==> src/rtl/axi4l_rd_slave.sv <==
// AXI4-Lite read-channel slave: accepts one AR at a time, strobes the register-file read
// port, waits for its acknowledge (bounded by TIMEOUT) and returns the beat on R.
module axi4l_rd_slave #(
  parameter int AXI_ADDR_WIDTH = 32,
  parameter int AXI_DATA_WIDTH = 32,
  parameter int REG_COUNT      = 16,
  parameter int TIMEOUT        = 16
) (
  input  logic                      axi4l_clock,
  input  logic                      axi_areset,
  input  logic [AXI_ADDR_WIDTH-1:0] axi_araddr,
  input  logic [2:0]                axi_arprot,
  input  logic                      axi_araddr_valid,
  output logic                      axi_araddr_ready,
  output logic [AXI_DATA_WIDTH-1:0] axi_rdata,
  output logic [1:0]                axi_rresp,
  output logic                      axi_rdata_valid,
  input  logic                      axi_rdata_ready,
  output logic [AXI_ADDR_WIDTH-1:0] axi4l_raddr,
  output logic                      axi4l_rreq,
  input  logic [AXI_DATA_WIDTH-1:0] axi4l_rdata,
  input  logic                      axi4l_rack
);

  localparam int ADDR_LSB = $clog2(AXI_DATA_WIDTH / 8);
  localparam int CNT_W    = $clog2(TIMEOUT + 1);

  localparam logic [CNT_W-1:0]          TIMEOUT_C   = CNT_W'(TIMEOUT);
  localparam logic [AXI_ADDR_WIDTH-1:0] REG_COUNT_C = AXI_ADDR_WIDTH'(REG_COUNT);

  localparam logic [1:0] RESP_OKAY   = 2'b00;
  localparam logic [1:0] RESP_SLVERR = 2'b10;
  localparam logic [1:0] RESP_DECERR = 2'b11;

  typedef enum logic [1:0] {
    IDLE = 2'd0,
    WAIT = 2'd1,
    RESP = 2'd2
  } state_t;

  state_t                    state_q,  state_d;
  logic                      arready_q, arready_d;
  logic                      rreq_q,   rreq_d;
  logic [AXI_ADDR_WIDTH-1:0] raddr_q,  raddr_d;
  logic [AXI_DATA_WIDTH-1:0] rdata_q,  rdata_d;
  logic [1:0]                rresp_q,  rresp_d;
  logic                      rvalid_q, rvalid_d;
  logic [CNT_W-1:0]          cnt_q,    cnt_d;
  logic [2:0]                prot_q,   prot_d;
  logic [CNT_W-1:0]          cnt_inc;

  // Low address bits below the word boundary do not take part in decoding.
  function automatic logic addr_in_map(input logic [AXI_ADDR_WIDTH-1:0] addr);
    return (addr >> ADDR_LSB) < REG_COUNT_C;
  endfunction

  assign cnt_inc = cnt_q + CNT_W'(1);

  always_comb begin
    state_d   = state_q;
    arready_d = 1'b0;
    rreq_d    = 1'b0;
    raddr_d   = '0;
    rdata_d   = rdata_q;
    rresp_d   = rresp_q;
    rvalid_d  = rvalid_q;
    cnt_d     = cnt_q;
    prot_d    = prot_q;

    case (state_q)
      IDLE: begin
        arready_d = 1'b1;
        if (axi_araddr_valid && arready_q) begin
          arready_d = 1'b0;
          prot_d    = axi_arprot;
          if (addr_in_map(axi_araddr)) begin
            state_d = WAIT;
            rreq_d  = 1'b1;
            raddr_d = axi_araddr;
            cnt_d   = '0;
          end else begin
            state_d  = RESP;
            rvalid_d = 1'b1;
            rresp_d  = RESP_DECERR;
            rdata_d  = '0;
          end
        end
      end

      WAIT: begin
        // The acknowledge wins even on the last permitted cycle.
        if (axi4l_rack) begin
          state_d  = RESP;
          rvalid_d = 1'b1;
          rresp_d  = RESP_OKAY;
          rdata_d  = axi4l_rdata;
        end else if (cnt_inc == TIMEOUT_C) begin
          state_d  = RESP;
          rvalid_d = 1'b1;
          rresp_d  = RESP_SLVERR;
          rdata_d  = '0;
          cnt_d    = cnt_inc;
        end else begin
          cnt_d = cnt_inc;
        end
      end

      RESP: begin
        if (axi_rdata_ready) begin
          state_d   = IDLE;
          rvalid_d  = 1'b0;
          rresp_d   = RESP_OKAY;
          rdata_d   = '0;
          arready_d = 1'b1;
        end
      end

      default: begin
        state_d  = IDLE;
        rvalid_d = 1'b0;
      end
    endcase
  end

  always_ff @(posedge axi4l_clock) begin
    if (axi_areset) begin
      state_q   <= IDLE;
      arready_q <= 1'b0;
      rreq_q    <= 1'b0;
      raddr_q   <= '0;
      rdata_q   <= '0;
      rresp_q   <= RESP_OKAY;
      rvalid_q  <= 1'b0;
      cnt_q     <= '0;
    end else begin
      state_q   <= state_d;
      arready_q <= arready_d;
      rreq_q    <= rreq_d;
      raddr_q   <= raddr_d;
      rdata_q   <= rdata_d;
      rresp_q   <= rresp_d;
      rvalid_q  <= rvalid_d;
      cnt_q     <= cnt_d;
      prot_q    <= prot_d;
    end
  end

  // Protection attributes are kept for observability only.
  logic unused_prot;
  assign unused_prot = ^prot_q;

  assign axi_araddr_ready = arready_q;
  assign axi_rdata        = rdata_q;
  assign axi_rresp        = rresp_q;
  assign axi_rdata_valid  = rvalid_q;
  assign axi4l_raddr      = raddr_q;
  assign axi4l_rreq       = rreq_q;

endmodule

==> config.mk <==
export PLATFORM = sky130hd
export DESIGN_NAME = axi4l_rd_slave
export DESIGN_NICKNAME = d
export VERILOG_FILES = /design/src/rtl/axi4l_rd_slave.sv
export SDC_FILE = /design/constraint.sdc
export NUM_CORES = 1
export LEC_CHECK = 0
export BUFFER_PORTS_ARGS = -buffer_cell sky130_fd_sc_hd__buf_2
export CAP_MARGIN = 20
export CORE_MARGIN = 2
export CORE_UTILIZATION = 47
export CTS_BUF_LIST = sky130_fd_sc_hd__clkbuf_8
export DETAILED_ROUTE_END_ITERATION = 10
export PLACE_DENSITY = 0.81
export SLEW_MARGIN = 20
export SYNTH_ARGS = -nofsm -noshare
export SYNTH_HDL_FRONTEND = slang
export SYNTH_SLANG_ARGS = --single-unit
==> constraint.sdc <==
create_clock -name axi4l_clock -period 2.9 [get_ports axi4l_clock]
set_input_delay 0.58 -clock axi4l_clock [delete_from_list [all_inputs] [get_ports axi4l_clock]]
set_output_delay 0.58 -clock axi4l_clock [all_outputs]
set_load 0.03 [all_outputs]
# == After elaboration in Yosys (flattened, before gate mapping) ==
# Cells that the tools add are included.
# totals
regBits,76
out_inout_bits,69
elab_cells,62
in_bits,72
# op_classes
n_addsub,1
n_eq_ne,9
magnitude_cmp,1
muxes,30
n_reduce_logical,10
bitwise,3
# op_table
cell,count
two-way mux 32 bit,5
one-hot mux 32 bit (3 select lines),1
< comparator 30 x 5 -> 1 bit (second input constant),1
two-way mux 2 bit,8
two-way mux 5 bit,3
one-hot mux 2 bit (3 select lines),2
!= test 2 bit (second input constant),5
one-hot mux 5 bit (2 select lines),1
two-way mux 1 bit,8
AND reduction 4 bit,2
adder 5 x 1 -> 5 bit (second input constant),1
== test 5 bit (second input constant),1
AND reduction 5 bit,1
OR reduction 4 bit,1
!= test 3 bit (second input constant),1
inverter 1 bit,3
one-hot mux 1 bit (3 select lines),1
AND reduction 3 bit,1
nonzero test 3 bit,1
OR reduction 3 bit,1
== test 2 x 1 -> 1 bit (second input constant),1
== test 2 bit (second input constant),1
logical NOT 2 bit,1
one-hot mux 1 bit (2 select lines),1
other kinds (2),2

# == Longest topological paths before layout ==
# Gate-level depths: netlist of run 1.
# depth
ltp_word,5
ltp_mapped,10
mapped_depth_nobuf,7

# == Worst setup path before layout of run 1 ==
# Ideal clock, no wire load.
# synth_timing
path_kind,flip-flop to flip-flop
start,register state_q[1]
end,register rdata_q[22] (netlist: axi_rdata[22])
setup_time_ns,0.072
period_less_slack_ns,2.080
setup_slack_ns,0.820
t_arrival_ns,2.008
path_stages_with_launch,11
path_buffers,3
path_cell_list,dfxtp_1 > inv_1 > ha_1 > buf_2 > nor2b_1 > a221o_1 > a21oi_4 > and2_1 > buf_6 > buf_6 > mux2i_1
# synth_between
elab_chain_cells,3
word_cells_on_any_way,10
# synth_rtl
element,line,rtl
"start, declared",41,"state_t state_q, state_d;"
"start signal, assigned",136,state_q <= state_d;
"== test 2 x 1 -> 1 bit, or another cell as far along",70,case (state_q)
"!= test 3 bit (no source line), or another cell as far along",-,
AND reduction 5 bit (no source line),-,
"end signal, assigned",140,rdata_q <= rdata_d;
"end, declared",45,"logic [AXI_DATA_WIDTH-1:0] rdata_q, rdata_d;"
# Parallel ways exist; a longest one is shown, timed or not.
# A chain may end at the register's enable or synchronous reset.

# == Final worst setup path of run 1 ==
# layout_timing
start,register state_q[1]
end,register rdata_q[2] (netlist: axi_rdata[2])
# Same word-level chain as after synthesis.

==> summary.txt, run 1 <==
Average wire per standard cell: 12.8 um
Crit end category: flip-flop
Peak VDD IR: 0.426 mV
Power Total: 0.00224 W
CP Max Fanout: 20
Non-Filler Instances: 518
Clock skew: 0.0108 ns
DRT Pass-1 Iters: 4
Gate Count Post-Synth: 277
Global Route Usage Sum: 19.1%
Fraction of registers with async set/reset: 0%
Core ar.: 5960 um2
Vias in the first global route: 2366
Area Overhead vs Synth: 34.3%
Slew Viols, Final: 0
Clock Latency Late Sink: 0.33 ns
Final wirelength: 6640 um
# setup viols final: 0
CP Launch Type: flip-flop
Post-synth top flop: dfxtp_1
Clock sinks: 76
Global-route wire length before repair: 10100 um
Hold slack: 0.444 ns
Die Wd: 82.8 um
Die H: 82.8 um
Outcome: completed
Slowest CP cell: dfxtp_1
CTS hold repair buffers: 0
Distinct cell type count after synthesis: 42
Dpl cell area: 3730 um2
Total gr overflow: 0
Final TNS setup: 0 ns
Post-CTS Setup Bufs: 0
Sequential area share after synthesis: 52.2%
Post-synth EDFFs: 0
Vias per cell: 4.78
Fin crit share: 82.5%
Seq cells post-synth: 76
Cells after DPL: 503
RSZ-0062 raised after global routing: no
H-Tree Depth: 3
Pin count of the biggest net entering global routing: 32
Die footprint: 6850 um2
Fmax: 0.418 GHz
FP Rows: 28
Max_cap viols: 0
CTS Buf Count: 9
Finished Cell Area: 3920 um2
DR iter-0 viols: 102
Initial antenna violation count: 0
CTS tree: yes
DP HPWL: 4900 um
Path type of the worst min-delay path: input pin to flip-flop
PortBufs: 137
Root buf cell: clkbuf_8
CP Cell Sequence: inv_1, ha_1, nor2b_1, a221o_1, a21oi_4, and2_2, buf_4, mux2i_1
Fillcell total: 508
Max clock buf depth: 2
Worst-path clk slew: 0.08 ns
Placer congestion estimate: 0.833
Yosys Warn Count: 0
Leak: 1.79 nW
CTS resizes: 0
Starting Density: 49.0%
Critical path arrival: 2.64 ns
Via count: 2476
Mean area per synthesized cell: 10.5 um2
Layout cells sized above 1: 38.4%
Power per Cell Area: 572 nW/um2
Number of routed nets with antenna violations: 0
Tmin final: 2.39 ns
Number of remaining DRC errors: 0
Final hold viol count: 0
Total I/O pin count: 141
Crit-path max cell delay: 0.40 ns
WS Path Type: flip-flop to flip-flop
Worst EP required: 3.15 ns
Ant. Diodes: 0
Syn Std Cell Area: 2920 um2
Fin nets: 516
R2R setup slack: 0.51 ns
[path summary, 6_finish.rpt]
path / startpoint / to / cells after the start
worst min register to register: axi_rdata[0] / axi_rdata[0] / 2
worst max register to register: state_q[1] / axi_rdata[2] / 8
worst max-delay path: state_q[1] / axi_rdata[2] / 8
worst min-delay path: axi_araddr[1] / axi4l_raddr[1] / 2
[stage by stage]
step                worst slack [ns]  utilization [%]
finish                         0.508             65.8
global route                   0.351             65.8
CTS                            0.503             65.8
detailed placement             0.539             62.6
global placement               0.615             62.6
floorplan                      0.820                -
[placed cells by master, fill, tap and decap left out, types with 3 or more instances in the layout]
| cell | netlist | layout |
|---|---|---|
| a211oi_1 | 3 | 3 |
| a21oi_1 | 6 | 6 |
| a311oi_1 | 3 | 3 |
| a31oi_1 | 3 | 3 |
| and2_1 | 8 | 7 |
| buf_2 | 1 | 137 |
| buf_4 | 0 | 4 |
| clkbuf_8 | 0 | 9 |
| clkinvlp_4 | 0 | 3 |
| conb_1 | 1 | 26 |
| dfxtp_1 | 76 | 76 |
| ha_1 | 5 | 5 |
| inv_1 | 4 | 4 |
| mux2i_1 | 32 | 32 |
| nand2_1 | 37 | 37 |
| nand2b_1 | 35 | 35 |
| nand3_1 | 7 | 7 |
| nor2_1 | 4 | 4 |
| nor4_1 | 4 | 4 |
| nor4_2 | 3 | 3 |
[worst max-delay path, delay by kind of cell (launching register included)]
family	cells	cell delay, ns
fa+ha+maj	1	0.30
mux	1	0.24
flops	1	0.40
compound gates	2	0.56
simple gates	2	0.42
buf+inv	2	0.39
[report_power, final]
part / total, W / switching, W / leakage [nW] / internal, W
Combinational: 0.000374 / 0.000219 / 1.08 / 0.000155
Clock: 0.000772 / 0.000380 / 0.0873 / 0.000392
Sequential: 0.00109 / 0.0000141 / 0.623 / 0.00108
Total: 0.00224 / 0.000613 / 1.79 / 0.00163
[cell type report]
cell class / count / area, um2 / share of cell area [%]
well taps: 75 / 93.8 / 2.40
clock inverters: 6 / 66.3 / 1.69
repair buffers: 141 / 716 / 18.3
multi-input cells: 207 / 1380 / 35.3
clock buffers: 9 / 124 / 3.16
flip-flops and latches: 76 / 1520 / 38.8
inverters: 4 / 15.0 / 0.383
[layer usage]
layer,wire [um],share of wire (%),up-vias,track usage (%)
met1,2790,42,1142,22.1
met5,0,0,-,0
met2,3210,48,90,32.4
met4,57,0.86,0,6.89
met3,586,8.8,6,7.03
li1,-,-,1238,-
[synthesized netlist by cell type, drive strengths merged (4+ instances only)]
| cell type | n | area share, % |
|---|---|---|
| dfxtp | 76 | 52 |
| nand2 | 37 | 4.8 |
| nor2 | 4 | 0.51 |
| nor4 | 9 | 3.6 |
| and2 | 8 | 1.7 |
| nand3 | 7 | 1.2 |
| nand2b | 35 | 7.5 |
| ha | 5 | 2.1 |
| mux2i | 32 | 11 |
| clkbuf | 10 | 1.3 |
| buf | 5 | 2.0 |
| a21oi | 7 | 1.6 |
| inv | 4 | 0.51 |
[flip-flops by register name, indices dropped and copies added, names as in the netlist]
signal,flops
axi4l_raddr,32
axi4l_rreq,1
axi_araddr_ready,1
axi_rdata,32
axi_rdata_valid,1
axi_rresp,2
cnt_q,5
state_q,2
[kinds of logic after synthesis]
kind of cell | Yosys count | synth area share [%]
compound gates | 23 | 5.71
fa+ha+maj | 5 | 2.15
buf+inv | 19 | 3.82
flops | 76 | 52.2
mux | 34 | 11.8
other cells | 1 | 0.129
simple gates | 119 | 24.3
Note: power is estimated with default switching activity, not from simulation.
==> inputs of run 2 (changes only) <==
--- a/config.mk
+++ b/config.mk
@@ -5,6 +5,7 @@
 export SDC_FILE = /design/constraint.sdc
 export NUM_CORES = 1
 export LEC_CHECK = 0
+export ABC_AREA = 1
 export BUFFER_PORTS_ARGS = -buffer_cell sky130_fd_sc_hd__buf_2
 export CAP_MARGIN = 20
 export CORE_MARGIN = 2
==> constraint.sdc (replaced) <==
create_clock -name axi4l_clock -period 2.25 [get_ports axi4l_clock]
set_input_delay 0.45 -clock axi4l_clock [delete_from_list [all_inputs] [get_ports axi4l_clock]]
set_output_delay 0.45 -clock axi4l_clock [all_outputs]
set_load 0.03 [all_outputs]
==> summary.txt, run 2 <==
Yosys Warn Count: 0
Final TNS setup: 0 ns
Fillcell total: 553
DR iter-0 viols: 105
FP Rows: 28
Sequential area share after synthesis: 52.4%
NetSw: 0.00264 W
Leak: 2.11 nW
Final wirelength: 6680 um
Global-route wire length before repair: 10000 um
Clock Latency Late Sink: 0.34 ns
Mean area per synthesized cell: 7.44 um2
Root buf cell: clkbuf_8
DRT Pass-1 Iters: 4
Vias in the first global route: 2433
Distinct cell type count after synthesis: 22
R2R setup slack: 0.28 ns
Path type of the worst min-delay path: input pin to flip-flop
Sequential share of power: 34.1%
CTS tree: yes
Commonest non-fill, non-tap cells in the layout: buf_2, nand2_1, nor2_1
Tmin final: 1.97 ns
Post-synth top flop: dfxtp_1
Syn Std Cell Area: 2900 um2
Power per Cell Area: 1490 nW/um2
Max_cap viols: 0
Ant. Diodes: 0
Most frequent CP cell: nand2_1
DP Worst Slack: 0.282 ns
Peak VDD IR: 0.839 mV
CTS hold repair buffers: 0
Multi-input combinational cell area: 1230 um2
Area contributors post-synth: dfxtp_1, nand2_1, nor2_1
Switching share of power: 45.5%
Area Overhead vs Synth: 34.3%
Sequential cell area: 1520 um2
DP HPWL: 5010 um
Global Route Usage Sum: 19.3%
Placer congestion estimate: 0.787
Die Wd: 82.6 um
Setup ws final: 0.277 ns
Slew Viols, Final: 0
Commonest cells in the netlist: nand2_1, nor2_1, dfxtp_1
Number of remaining DRC errors: 0
Commonest non-fill, non-tap cell in the layout: buf_2
R2r startpoint: state_q[0]
Total I/O pin count: 141
Fraction of registers with async set/reset: 0%
Clock sinks: 76
Number of routed nets with antenna violations: 0
PortBufs: 137
M1 GR Usage: 19.8%
CP delay by family, top: simple AND/OR/NAND/NOR gates
CTS Buf Count: 9
Vias per cell: 4.35
Crit-path max cell delay: 0.37 ns
Hold path cells: 2
Total gr overflow: 0
Non-Filler Instances: 630
Outcome: completed
Fin nets: 628
Die footprint: 6820 um2
Average wire per standard cell: 10.6 um
CP Launch Type: flip-flop
Die H: 82.6 um
Seq cells post-synth: 76
Busiest grt layer: met2
Dpl cell area: 3710 um2
Internal Power: 0.00317 W
Via count: 2742
Met3 Use GR: 5.11%
Slowest CP cell: dfxtp_1
Worst-path clk slew: 0.08 ns
Fin crit share: 87.7%
GR Util met2: 35.9%
Max clock buf depth: 2
Count leader, synth: nand2_1
Worst EP required: 2.49 ns
Pin count of the biggest net entering global routing: 49
Finished Cell Area: 3900 um2
Top cell type's share of synthesized area: 52.4%
H-Tree Depth: 3
Hold Path Sink: cnt_q[1]
Fmax: 0.507 GHz
CP bufs+invs: 3
Cells after DPL: 615
# setup viols final: 0
Starting Density: 48.7%
Critical path arrival: 2.21 ns
RSZ-0062 raised after global routing: no
Layout cells sized above 1: 28.8%
Initial antenna violation count: 0
CTS resizes: 0
Final hold viol count: 0
Hold slack: 0.308 ns
Clock share of power: 17.0%
Post-CTS Setup Bufs: 0
Hold path startpoint: axi_areset
Gate Count Post-Synth: 390
CP Max Fanout: 48
Logic gate share of total power: 48.9%
Clock skew: 0.0129 ns
Crit end category: flip-flop
Post-synth top area cell: dfxtp_1
Register-to-Register Path Depth: 11
CP Cell Sequence: inv_1, ha_1, nand2_1, o21ai_0, inv_1, nand2_4, nor2_8, buf_12, nand2_1, nand2_1, nor2_1
FF-to-FF End: axi_rdata[24]
WS Path Type: flip-flop to flip-flop
Core ar.: 5960 um2
Post-synth EDFFs: 0
## run 2: cells by family (layout without fill, tap and decap cells)
logic type	after synthesis	in the layout	share of synthesized area (%)
xor gates and xnor gates	1	1	0.302
other	1	26	0.129
buffers and inverters	52	192	8.28
DFF	76	76	52.4
adders and majority gates	5	5	2.16
AOI/OAI and AO/OA	24	24	4.23
and+or+nand+nor	231	231	32.5
## run 2: power by group through the flow
stage | Sequential (W) | Clock [W] | Combinational, W
5_1_grt | 0.00204 | 0.00107 | 0.00317
2_1_floorplan | 0.00268 | 0 | 0.00158
3_5_place_dp | 0.00201 | 0 | 0.00286
4_1_cts | 0.00198 | 0.00102 | 0.00287
6_report | 0.00198 | 0.000987 | 0.00284
3_3_place_gp | 0.00199 | 0 | 0.00277
## run 2: layout make-up
cell class | instances | area share (%)
Inverter | 37 | 3.56
Tap cell | 75 | 2.41
Multi-Input combinational cell | 287 | 31.7
Timing Repair Buffer | 140 | 18.5
Sequential cell | 76 | 39.0
Clock inverter | 6 | 1.64
Clock buffer | 9 | 3.18
## run 2: layer usage
metal,share of wire (%),wire length (um)
met5,0,0
met4,2.3,153
met3,5.6,372
met2,51,3430
met1,41,2730
## run 2: how the worst max path moves through the flow
stage               cells after the start  slack, ns            from            end
floorplan                              11       0.66      state_q[0]   axi_rresp[1]
global placement                       11       0.35      state_q[0]  axi_rdata[27]
detailed placement                     13       0.28  axi_araddr[26]  axi_rdata[15]
CTS                                    11       0.27      state_q[0]  axi_rdata[24]
global route                           11        0.1      state_q[0]  axi_rdata[18]
finish                                 11       0.28      state_q[0]  axi_rdata[24]
## run 2: stage by stage
step,util [%],power (W)
4_1_cts,65.4,0.00586
3_5_place_dp,62.3,0.00487
3_3_place_gp,62.3,0.00475
6_report,65.4,0.00581
2_1_floorplan,-,0.00426
5_1_grt,65.4,0.00628
